## src/rtl/cr_clic_pkg.sv

```systemverilog
// Shared definitions for the CLIC interrupt arbiter: FSM encoding, width defaults
// and the flattened per-source level slice.
`ifndef CR_CLIC_IL_SLICE
`define CR_CLIC_IL_SLICE(vec, i, w) vec[(i)*(w) +: (w)]
`endif

package cr_clic_pkg;

  localparam int ID_W_DEF = 10;
  localparam int IL_W_DEF = 8;

  typedef enum logic [1:0] {
    ST_IDLE  = 2'd0,
    ST_REQ   = 2'd1,
    ST_CLAIM = 2'd2,
    ST_HOLD  = 2'd3
  } state_t;

endpackage

```

## src/rtl/cr_clic_arb_tree.sv

```systemverilog
// Combinational max-(level, id) tree over all sources; zero latency, no backpressure.
// Ties on level resolve to the higher id.
module cr_clic_arb_tree import cr_clic_pkg::*; #(
  parameter int NUM_INT = 16,
  parameter int ID_W    = ID_W_DEF,
  parameter int IL_W    = IL_W_DEF
) (
  input  logic [NUM_INT-1:0]      elig,
  input  logic [NUM_INT*IL_W-1:0] il,
  input  logic [NUM_INT-1:0]      hv,
  output logic                    win_vld,
  output logic [ID_W-1:0]         win_id,
  output logic [IL_W-1:0]         win_il,
  output logic                    win_hv
);

  localparam int LEAVES = (NUM_INT <= 1) ? 1 : (1 << $clog2(NUM_INT));
  localparam int NODES  = 2 * LEAVES - 1;

  logic            n_vld [NODES];
  logic [ID_W-1:0] n_id  [NODES];
  logic [IL_W-1:0] n_il  [NODES];
  logic            n_hv  [NODES];

  always_comb begin
    for (int n = 0; n < NODES; n++) begin
      n_vld[n] = 1'b0;
      n_id[n]  = '0;
      n_il[n]  = '0;
      n_hv[n]  = 1'b0;
    end
    for (int i = 0; i < NUM_INT; i++) begin
      n_vld[LEAVES-1+i] = elig[i];
      n_id[LEAVES-1+i]  = ID_W'(i);
      n_il[LEAVES-1+i]  = `CR_CLIC_IL_SLICE(il, i, IL_W);
      n_hv[LEAVES-1+i]  = hv[i];
    end
    // Right child always spans higher ids, so >= gives the higher-id tie break.
    for (int k = LEAVES - 2; k >= 0; k--) begin
      if (n_vld[2*k+2] && (!n_vld[2*k+1] || n_il[2*k+2] >= n_il[2*k+1])) begin
        n_vld[k] = 1'b1;
        n_id[k]  = n_id[2*k+2];
        n_il[k]  = n_il[2*k+2];
        n_hv[k]  = n_hv[2*k+2];
      end else begin
        n_vld[k] = n_vld[2*k+1];
        n_id[k]  = n_id[2*k+1];
        n_il[k]  = n_il[2*k+1];
        n_hv[k]  = n_hv[2*k+1];
      end
    end
  end

  assign win_vld = n_vld[0];
  assign win_id  = n_id[0];
  assign win_il  = n_il[0];
  assign win_hv  = n_hv[0];

endmodule

```

## src/rtl/cr_clic_int_arb.sv

```systemverilog
// CLIC interrupt capture, arbitration and hold-until-ack presentation to the core.
// Edge to request is 3 cycles; the presented interrupt stays stable until ack or withdraw.
module cr_clic_int_arb import cr_clic_pkg::*; #(
  parameter int NUM_INT = 16,
  parameter int ID_W    = ID_W_DEF,
  parameter int IL_W    = IL_W_DEF
) (
  input  logic                    forever_cpuclk,
  input  logic                    cpurst_b,
  input  logic [NUM_INT-1:0]      pad_clic_int_req,
  input  logic [NUM_INT-1:0]      clic_int_trig,
  input  logic [NUM_INT-1:0]      clic_int_ie,
  input  logic [NUM_INT*IL_W-1:0] clic_int_il,
  input  logic [NUM_INT-1:0]      clic_int_hv,
  input  logic [IL_W-1:0]         cp0_iu_il,
  input  logic                    cp0_iu_mie_for_int,
  input  logic                    iu_cp0_int_vld,
  input  logic                    cpu_clic_int_exit,
  output logic                    clic_cpu_int_req,
  output logic [ID_W-1:0]         clic_cpu_int_id,
  output logic [IL_W-1:0]         clic_cpu_int_il,
  output logic                    clic_cpu_int_hv,
  output logic                    clic_pend_vld,
  output logic [ID_W-1:0]         clic_pend_id,
  output logic [IL_W-1:0]         clic_pend_il
);

  state_t              state;
  logic [NUM_INT-1:0]  req_d;
  logic [NUM_INT-1:0]  pend;
  logic [NUM_INT-1:0]  pend_nxt;
  logic [NUM_INT-1:0]  elig;
  logic [NUM_INT-1:0]  sel;
  logic                claim;
  logic                src_live;
  logic                withdraw;

  logic                arb_vld;
  logic [ID_W-1:0]     arb_id;
  logic [IL_W-1:0]     arb_il;
  logic                arb_hv;

  logic                win_vld;
  logic [ID_W-1:0]     win_id;
  logic [IL_W-1:0]     win_il;
  logic                win_hv;

  // Clearing on the ack edge makes the pending bit read 0 during the CLAIM cycle.
  assign claim = (state == ST_REQ) && iu_cp0_int_vld;

  always_comb begin
    elig     = '0;
    sel      = '0;
    pend_nxt = '0;
    for (int i = 0; i < NUM_INT; i++) begin
      elig[i] = pend[i] & clic_int_ie[i] & (|`CR_CLIC_IL_SLICE(clic_int_il, i, IL_W));
      sel[i]  = (clic_cpu_int_id == ID_W'(i));
      if (clic_int_trig[i]) begin
        pend_nxt[i] = (pad_clic_int_req[i] & ~req_d[i]) | (pend[i] & ~(sel[i] & claim));
      end else begin
        pend_nxt[i] = pad_clic_int_req[i];
      end
    end
  end

  assign src_live = |(sel & pend & clic_int_ie);
  assign withdraw = !src_live || !cp0_iu_mie_for_int || (cp0_iu_il >= clic_cpu_int_il);

  cr_clic_arb_tree #(
    .NUM_INT (NUM_INT),
    .ID_W    (ID_W),
    .IL_W    (IL_W)
  ) u_tree (
    .elig    (elig),
    .il      (clic_int_il),
    .hv      (clic_int_hv),
    .win_vld (win_vld),
    .win_id  (win_id),
    .win_il  (win_il),
    .win_hv  (win_hv)
  );

  assign clic_pend_vld    = arb_vld && (arb_il > cp0_iu_il);
  assign clic_pend_id     = arb_id;
  assign clic_pend_il     = arb_il;
  assign clic_cpu_int_req = (state == ST_REQ);

  always_ff @(posedge forever_cpuclk) begin
    if (!cpurst_b) begin
      state           <= ST_IDLE;
      req_d           <= '0;
      pend            <= '0;
      arb_vld         <= 1'b0;
      arb_id          <= '0;
      arb_il          <= '0;
      arb_hv          <= 1'b0;
      clic_cpu_int_id <= '0;
      clic_cpu_int_il <= '0;
      clic_cpu_int_hv <= 1'b0;
    end else begin
      req_d   <= pad_clic_int_req;
      pend    <= pend_nxt;
      arb_vld <= win_vld;
      arb_id  <= win_id;
      arb_il  <= win_il;
      arb_hv  <= win_hv;
      case (state)
        ST_IDLE: begin
          if (cpu_clic_int_exit) begin
            state <= ST_HOLD;
          end else if (clic_pend_vld && cp0_iu_mie_for_int) begin
            state           <= ST_REQ;
            clic_cpu_int_id <= arb_id;
            clic_cpu_int_il <= arb_il;
            clic_cpu_int_hv <= arb_hv;
          end
        end
        ST_REQ: begin
          if (iu_cp0_int_vld) begin
            state <= ST_CLAIM;
          end else if (withdraw) begin
            state <= ST_IDLE;
          end
        end
        ST_CLAIM: state <= ST_HOLD;
        ST_HOLD:  state <= ST_IDLE;
        default:  state <= ST_IDLE;
      endcase
    end
  end

endmodule

```

## config.mk

```make
export PLATFORM = sky130hd
export DESIGN_NAME = cr_clic_int_arb
export DESIGN_NICKNAME = d
export VERILOG_FILES = /design/src/rtl/cr_clic_pkg.sv /design/src/rtl/cr_clic_arb_tree.sv /design/src/rtl/cr_clic_int_arb.sv
export SDC_FILE = /design/constraint.sdc
export NUM_CORES = 1
export LEC_CHECK = 0
export ABC_AREA = 1
export BUFFER_PORTS_ARGS = -buffer_cell sky130_fd_sc_hd__buf_2
export CAP_MARGIN = 20
export CELL_PAD_IN_SITES_DETAIL_PLACEMENT = 1
export CELL_PAD_IN_SITES_GLOBAL_PLACEMENT = 1
export CORE_MARGIN = 2
export CORE_UTILIZATION = 38
export CTS_BUF_LIST = sky130_fd_sc_hd__clkbuf_16
export DETAILED_ROUTE_END_ITERATION = 16
export PLACE_DENSITY = 0.9
export SLEW_MARGIN = 30
export SYNTH_ARGS = -nofsm -noshare
export SYNTH_HDL_FRONTEND = slang
export SYNTH_HIERARCHICAL = 1
export SYNTH_SLANG_ARGS = --single-unit
```

## constraint.sdc

```tcl
create_clock -name forever_cpuclk -period 6.5 [get_ports forever_cpuclk]
set_input_delay 0.975 -clock forever_cpuclk [delete_from_list [all_inputs] [get_ports forever_cpuclk]]
set_output_delay 0.975 -clock forever_cpuclk [all_outputs]
set_load 0.02 [all_outputs]
```

[After elaboration in Yosys (flattened, before gate mapping)]
Cells that the tools add are included.
Operators by class
  reduce and logical (&&, ||, !) cells: 73
  equal/unequal tests: 20
  mux-type cells: 81
  bitwise gates (word level): 131
  order comparisons: 17
Operators by type and width (number)
  8-bit greater-or-equal comparator: 16
  8-bit OR reduction: 16
  8-bit two-way mux: 15
  1-bit bitwise AND: 80
  10-bit by 4-bit equality test with 1-bit output, second input constant: 8
  1-bit two-way mux: 54
  10-bit by 3-bit equality test with 1-bit output, second input constant: 4
  1-bit inverter: 33
  16-bit bitwise AND: 2
  10-bit by 2-bit equality test with 1-bit output, second input constant: 2
  1-bit logical AND: 18
  1-bit zero test: 17
  1-bit logical OR: 17
  2-bit two-way mux: 8
  1-bit bitwise OR: 16
  16-bit OR reduction: 1
  10-bit by 1-bit equality test with 1-bit output, second input constant: 1
  10-bit zero test: 1
  8-bit > comparator: 1
  2-bit case mux with 4 select lines: 1
  3-bit two-way mux: 2
  2-bit equality test, second input constant: 2
  4-bit two-way mux: 1
  3-bit by 2-bit inequality test with 1-bit output, second input constant: 1
  other kinds (5): 5
Word-level totals
  logic and storage cells: 332
  output and inout bits: 39
  register bits after elaboration: 73
  input bits: 205

[Longest topological paths before layout]
  depth after elaboration: 18
  depth in mapped cells: 48

[Cells and area by module]
Netlist, hierarchy kept.
Modules (own cells, without submodules)
  cr_clic_arb_tree: area an instance 5769.3 um^2, cells each 987, instances 1
  cr_clic_int_arb: area an instance 3609.7 um^2, cells each 510, instances 1

[Worst setup path after synthesis]
Ideal clock, no wire load.
  kind: input to register
  start point: input clic_int_il[23]
  end point: register arb_il[1], in the netlist clic_pend_il[1]
  setup slack: 0.718 ns
  arrival: 5.673 ns
  cell stages on the path: 38
  path buffers: 3
  cells stage by stage: inv_1 -> ha_1 -> a21o_1 -> nor2_2 -> nand4_4 -> nand2_4 -> nand2_1 -> and2_1 -> ha_1 -> a21o_1 -> nor2_1 -> nand4_1 -> nand2_1 -> buf_2 -> nand3_1 -> and2_1 -> ha_1 -> a21oi_1 -> [... 2 more ...] -> nand4_1 -> nand2_2 -> clkinv_2 -> buf_4 -> nand3_1 -> nand2_1 -> ha_1 -> a21oi_1 -> o21ai_0 -> nand2_1 -> o2111ai_4 -> nand2_4 -> clkinv_4 -> buf_8 -> nand3_1 -> nand2_1 -> nand2_1 -> inv_1
Between the ends
  cells in the longest elaborated chain, start to end: 18
  elaborated cells on any way between the ends: 24
  classes of those cells: order compare (4); mux (7); bitwise (1); reduce/logical (12)
Ends and longest elaborated chain
  from (decl): RTL line cr_clic_int_arb.sv:13  | input logic [NUM_INT*IL_W-1:0] clic_int_il,
  branches (longest 17 deep; another with 8-bit greater-or-equal comparator)
  8-bit two-way mux *: RTL line cr_clic_arb_tree.sv:40  | if (n_vld[2*k+2] && (!n_vld[2*k+1] || n_il[2*k+2] >= n_il[2*k+1])) begin
  net win_il[1]: RTL line cr_clic_int_arb.sv:45  | logic [IL_W-1:0] win_il;
  to (signal assigned): RTL line cr_clic_int_arb.sv:105  | arb_il <= win_il;
  to (decl): RTL line cr_clic_int_arb.sv:40  | logic [IL_W-1:0] arb_il;
Mark *: on every way through the listed nets, which the timed path passes.
A chain may end at the register's enable or synchronous reset.

[Worst setup path in the final report]
  start point: input clic_int_il[49]
  end point: register arb_il[6], in the netlist clic_pend_il[6]
Between the ends
  cells in the longest elaborated chain, start to end: 18
  elaborated cells on any way between the ends: 23
  classes of those cells: order compare (4); mux (7); bitwise (1); reduce/logical (11)
Ends and longest elaborated chain (RTL line)
  branches (longest 17 deep; another with 8-bit greater-or-equal comparator)
  8-bit two-way mux *: cr_clic_arb_tree.sv:40
  net win_il[6]: cr_clic_int_arb.sv:45
Marked as above.

==> impl_metrics.json <==
{
  "yosys.cell_types.count": 45,
  "hold_depth": 2,
  "syn_area_per_cell_um2": 6.27,
  "drt_first_pass_iters": 5,
  "via_count": 11100,
  "synthXorXnorAreaFrac": 0,
  "routed_wl_um": 36100,
  "layout-drive-gt1-share": 0.229,
  "std_cell_rows": 57,
  "cts_hold_buf": 0,
  "r2r-end": "clic_pend_il[6]",
  "cpPeakStageDelay_ps": 330,
  "fin_worst_skew_ps": 5.23,
  "grt_pass1_vias": 11400,
  "antenna_found_initial": 0,
  "final_util": 0.479,
  "dp.cells": 2056,
  "grt_max_degree": 74,
  "clkSlewWorstSetupHoldPaths_ps": 60,
  "whs_ps": 480,
  "wl_per_cell_um": 17.2,
  "setup_viol": 0,
  "fmax_ghz": 0.158,
  "hold_violations": 0,
  "worstMarginPinSlew_ps": 782,
  "synthAdderAreaFrac": 0.181,
  "drt_iter0_markers": 524,
  "synth-simple-area-share": 0.450,
  "layout.nets": 2108,
  "clock_latency_ps": 340,
  "ant_nets": 0,
  "ff2ff_setup_slack_ps": 800,
  "cts_num_sinks": 73,
  "clk_path_buf_depth": 2,
  "dp_slack_ps": -260,
  "reg2reg_depth": 33,
  "grtUsageTotal": 0.265,
  "cts_buffers": 9,
  "cp.arrival_ps": 6590,
  "fin_area_um2": 11600,
  "path_class": "in -> reg",
  "tns_ps": 0,
  "cts_max_level": 3,
  "fin_crit_sh": 0.971,
  "dieArea_um2": 26000,
  "setup_ws_ps": 190,
  "p_leak_nw": 6.95,
  "maxCapViolations": 0,
  "start_util": 0.387,
  "fin_cells": 2094,
  "grtUsageMet1": 0.329,
  "diodes": 0,
  "status": "complete, no violations",
  "syn_area_um2": 9380,
  "synthCells": 1497,
  "postPlaceCellArea_um2": 11000,
  "min_from": "clic_pend_id[8]",
  "slew_headroom": 0.479,
  "crit_fanout": 12,
  "hp-class": "reg -> reg",
  "totalPowerFinal_mw": 2.11,
  "core_um2": 24200,
  "use_met3": 0.0290,
  "ir_worst_vdd_mv": 0.125,
  "overflow": 0,
  "gp_congestion": 0.943,
  "worst_setup_path_end_kind": "register",
  "synth_top_family_by_area": "simple AND/OR/NAND/NOR gates",
  "die_w_um": 161,
  "viasPerCell": 5.28,
  "hpwl_um": 29800,
  "yosysWarnings": 6,
  "start_kind": "input pin",
  "muxShareOfSynthArea": 0,
  "period_needed_ps": 6310,
  "worstReg2RegStart": "pend[10]",
  "seq_area_frac_synth": 0.156,
  "grt_pass1_wl_um": 56300,
  "io_pins": 244,
  "power.density_nw_per_um2": 181,
  "n_fill_cell": 3403,
  "ys_ff_latch": 73,
  "cpMaxStageDelayCell": "ha_1",
  "syn_to_final_growth_pct": 23.7,
  "grt_use_met2": 0.484,
  "io_buffers": 243,
  "required_ps": 6780,
  "slew_viol_final": 0,
  "hold_end": "clic_cpu_int_id[8]",
  "cts_tree": "done",
  "crit_top_cell": "nand2_1",
  "synth-compound-area-share": 0.0854,
  "drc": 0,
  "die_height_um": 161,
  "clockRootBuffer": "clkbuf_16",
  "grt-busiest-layer": "met2"
}
where the power goes:
group | internal (mW) | switching (mW)
registers | 0.496 | 0.0439
logic | 0.439 | 0.689
clock network | 0.250 | 0.187
total | 1.18 | 0.921
cell type report:
type,count,area [um2],share of cell area
clock buffers,9,225,0.0194
clock inverters,5,25.0,0.00216
inverters,250,962,0.0829
multi-input cells,1146,6970,0.600
flip-flops and latches,73,1460,0.126
well taps,324,405,0.0349
repair buffers,286,1560,0.134
repair inverters,1,5.00,0.000431
cell families (layout without fill, tap and decap cells):
kind of cell | count (synthesis) | after routing
fa+ha+maj | 136 | 136
simple gates | 874 | 879
other cells | 1 | 6
compound gates | 125 | 125
flops | 73 | 73
buf+inv | 288 | 551
Yosys cell counts (all sizes together):
| cell type | instances | area share |
|---|---|---|
| conb | 1 | 0.00040 |
| clkinv | 3 | 0.0019 |
| dfxtp | 73 | 0.16 |
| nor2 | 103 | 0.046 |
| nor4 | 32 | 0.021 |
| inv | 247 | 0.099 |
| or2 | 5 | 0.0033 |
| o2111ai | 2 | 0.0037 |
| a41o | 16 | 0.017 |
| nand4 | 27 | 0.026 |
| o21ai | 9 | 0.0052 |
| nand3 | 171 | 0.096 |
| and2 | 41 | 0.027 |
| a21o | 9 | 0.0072 |
| buf | 33 | 0.023 |
| a211oi | 1 | 0.00080 |
| a21boi | 2 | 0.0020 |
| o211ai | 4 | 0.0037 |
| o21a | 4 | 0.0032 |
| nand3b | 57 | 0.046 |
| ha | 136 | 0.18 |
| nand2 | 438 | 0.19 |
| a21oi | 75 | 0.040 |
| clkbuf | 5 | 0.0031 |
| o21bai | 3 | 0.0024 |
flip-flops by register name, indices dropped and copies added, names as in the netlist:
name,count
arb_vld,1
clic_cpu_int_hv,1
req_d,16
clic_pend_id,10
clic_pend_il,8
arb_hv,1
pend,16
state,2
clic_cpu_int_id,10
clic_cpu_int_il,8
how the worst max path moves through the flow:
stage	to	startpoint	depth (start not counted)	slack, ps
after CTS	clic_pend_il[2]	clic_int_il[23]	40	70
after detailed placement	clic_pend_il[1]	clic_int_il[23]	40	-260
final	clic_pend_il[6]	clic_int_il[49]	47	190
after global placement	clic_pend_il[2]	clic_int_il[23]	41	-80
after global routing	clic_pend_id[0]	clic_int_il[49]	47	-200
after floorplan	clic_pend_il[1]	clic_int_il[23]	38	720
timing repair:
item,CTS,global route
setup endpoints to repair,0,14
resized for setup,0,58
setup buffers,0,18
metal layers:
| metal | part of all wire | up-vias |
|---|---|---|
| met2 | 0.50 | 272 |
| met4 | 0.029 | 0 |
| met1 | 0.44 | 5293 |
| met5 | 0 | - |
| li1 | - | 5423 |
| met3 | 0.036 | 70 |
cells in the final DEF, fill, tap and decap left out, types with 5 or more instances in the layout:
cell and n:
nand3_1 149, buf_6 5, nor2_1 81, nor2_2 20
nand3b_1 57, nand4_4 5, a41o_1 16, a21oi_1 68
nand2_4 7, buf_2 243, or2_1 5, nor4_1 32
inv_1 239, conb_1 6, dfxtp_1 73, inv_2 5
nand2_1 413, nand4_1 22, o21ai_1 6, ha_1 134
nand3_2 22, a21oi_2 7, a21o_1 9, and2_1 38
buf_4 37, nand2_2 19, clkbuf_16 9
critical path, delay by kind of cell:
family                   cells  cell delay [ps]
AO/OA/AOI/OAI                6              620
adder cells (fa/ha/maj)      4             1030
buffers and inverters       11             1310
AND/OR/NAND/NOR             26             2630
(Power assumes the default switching activity.)
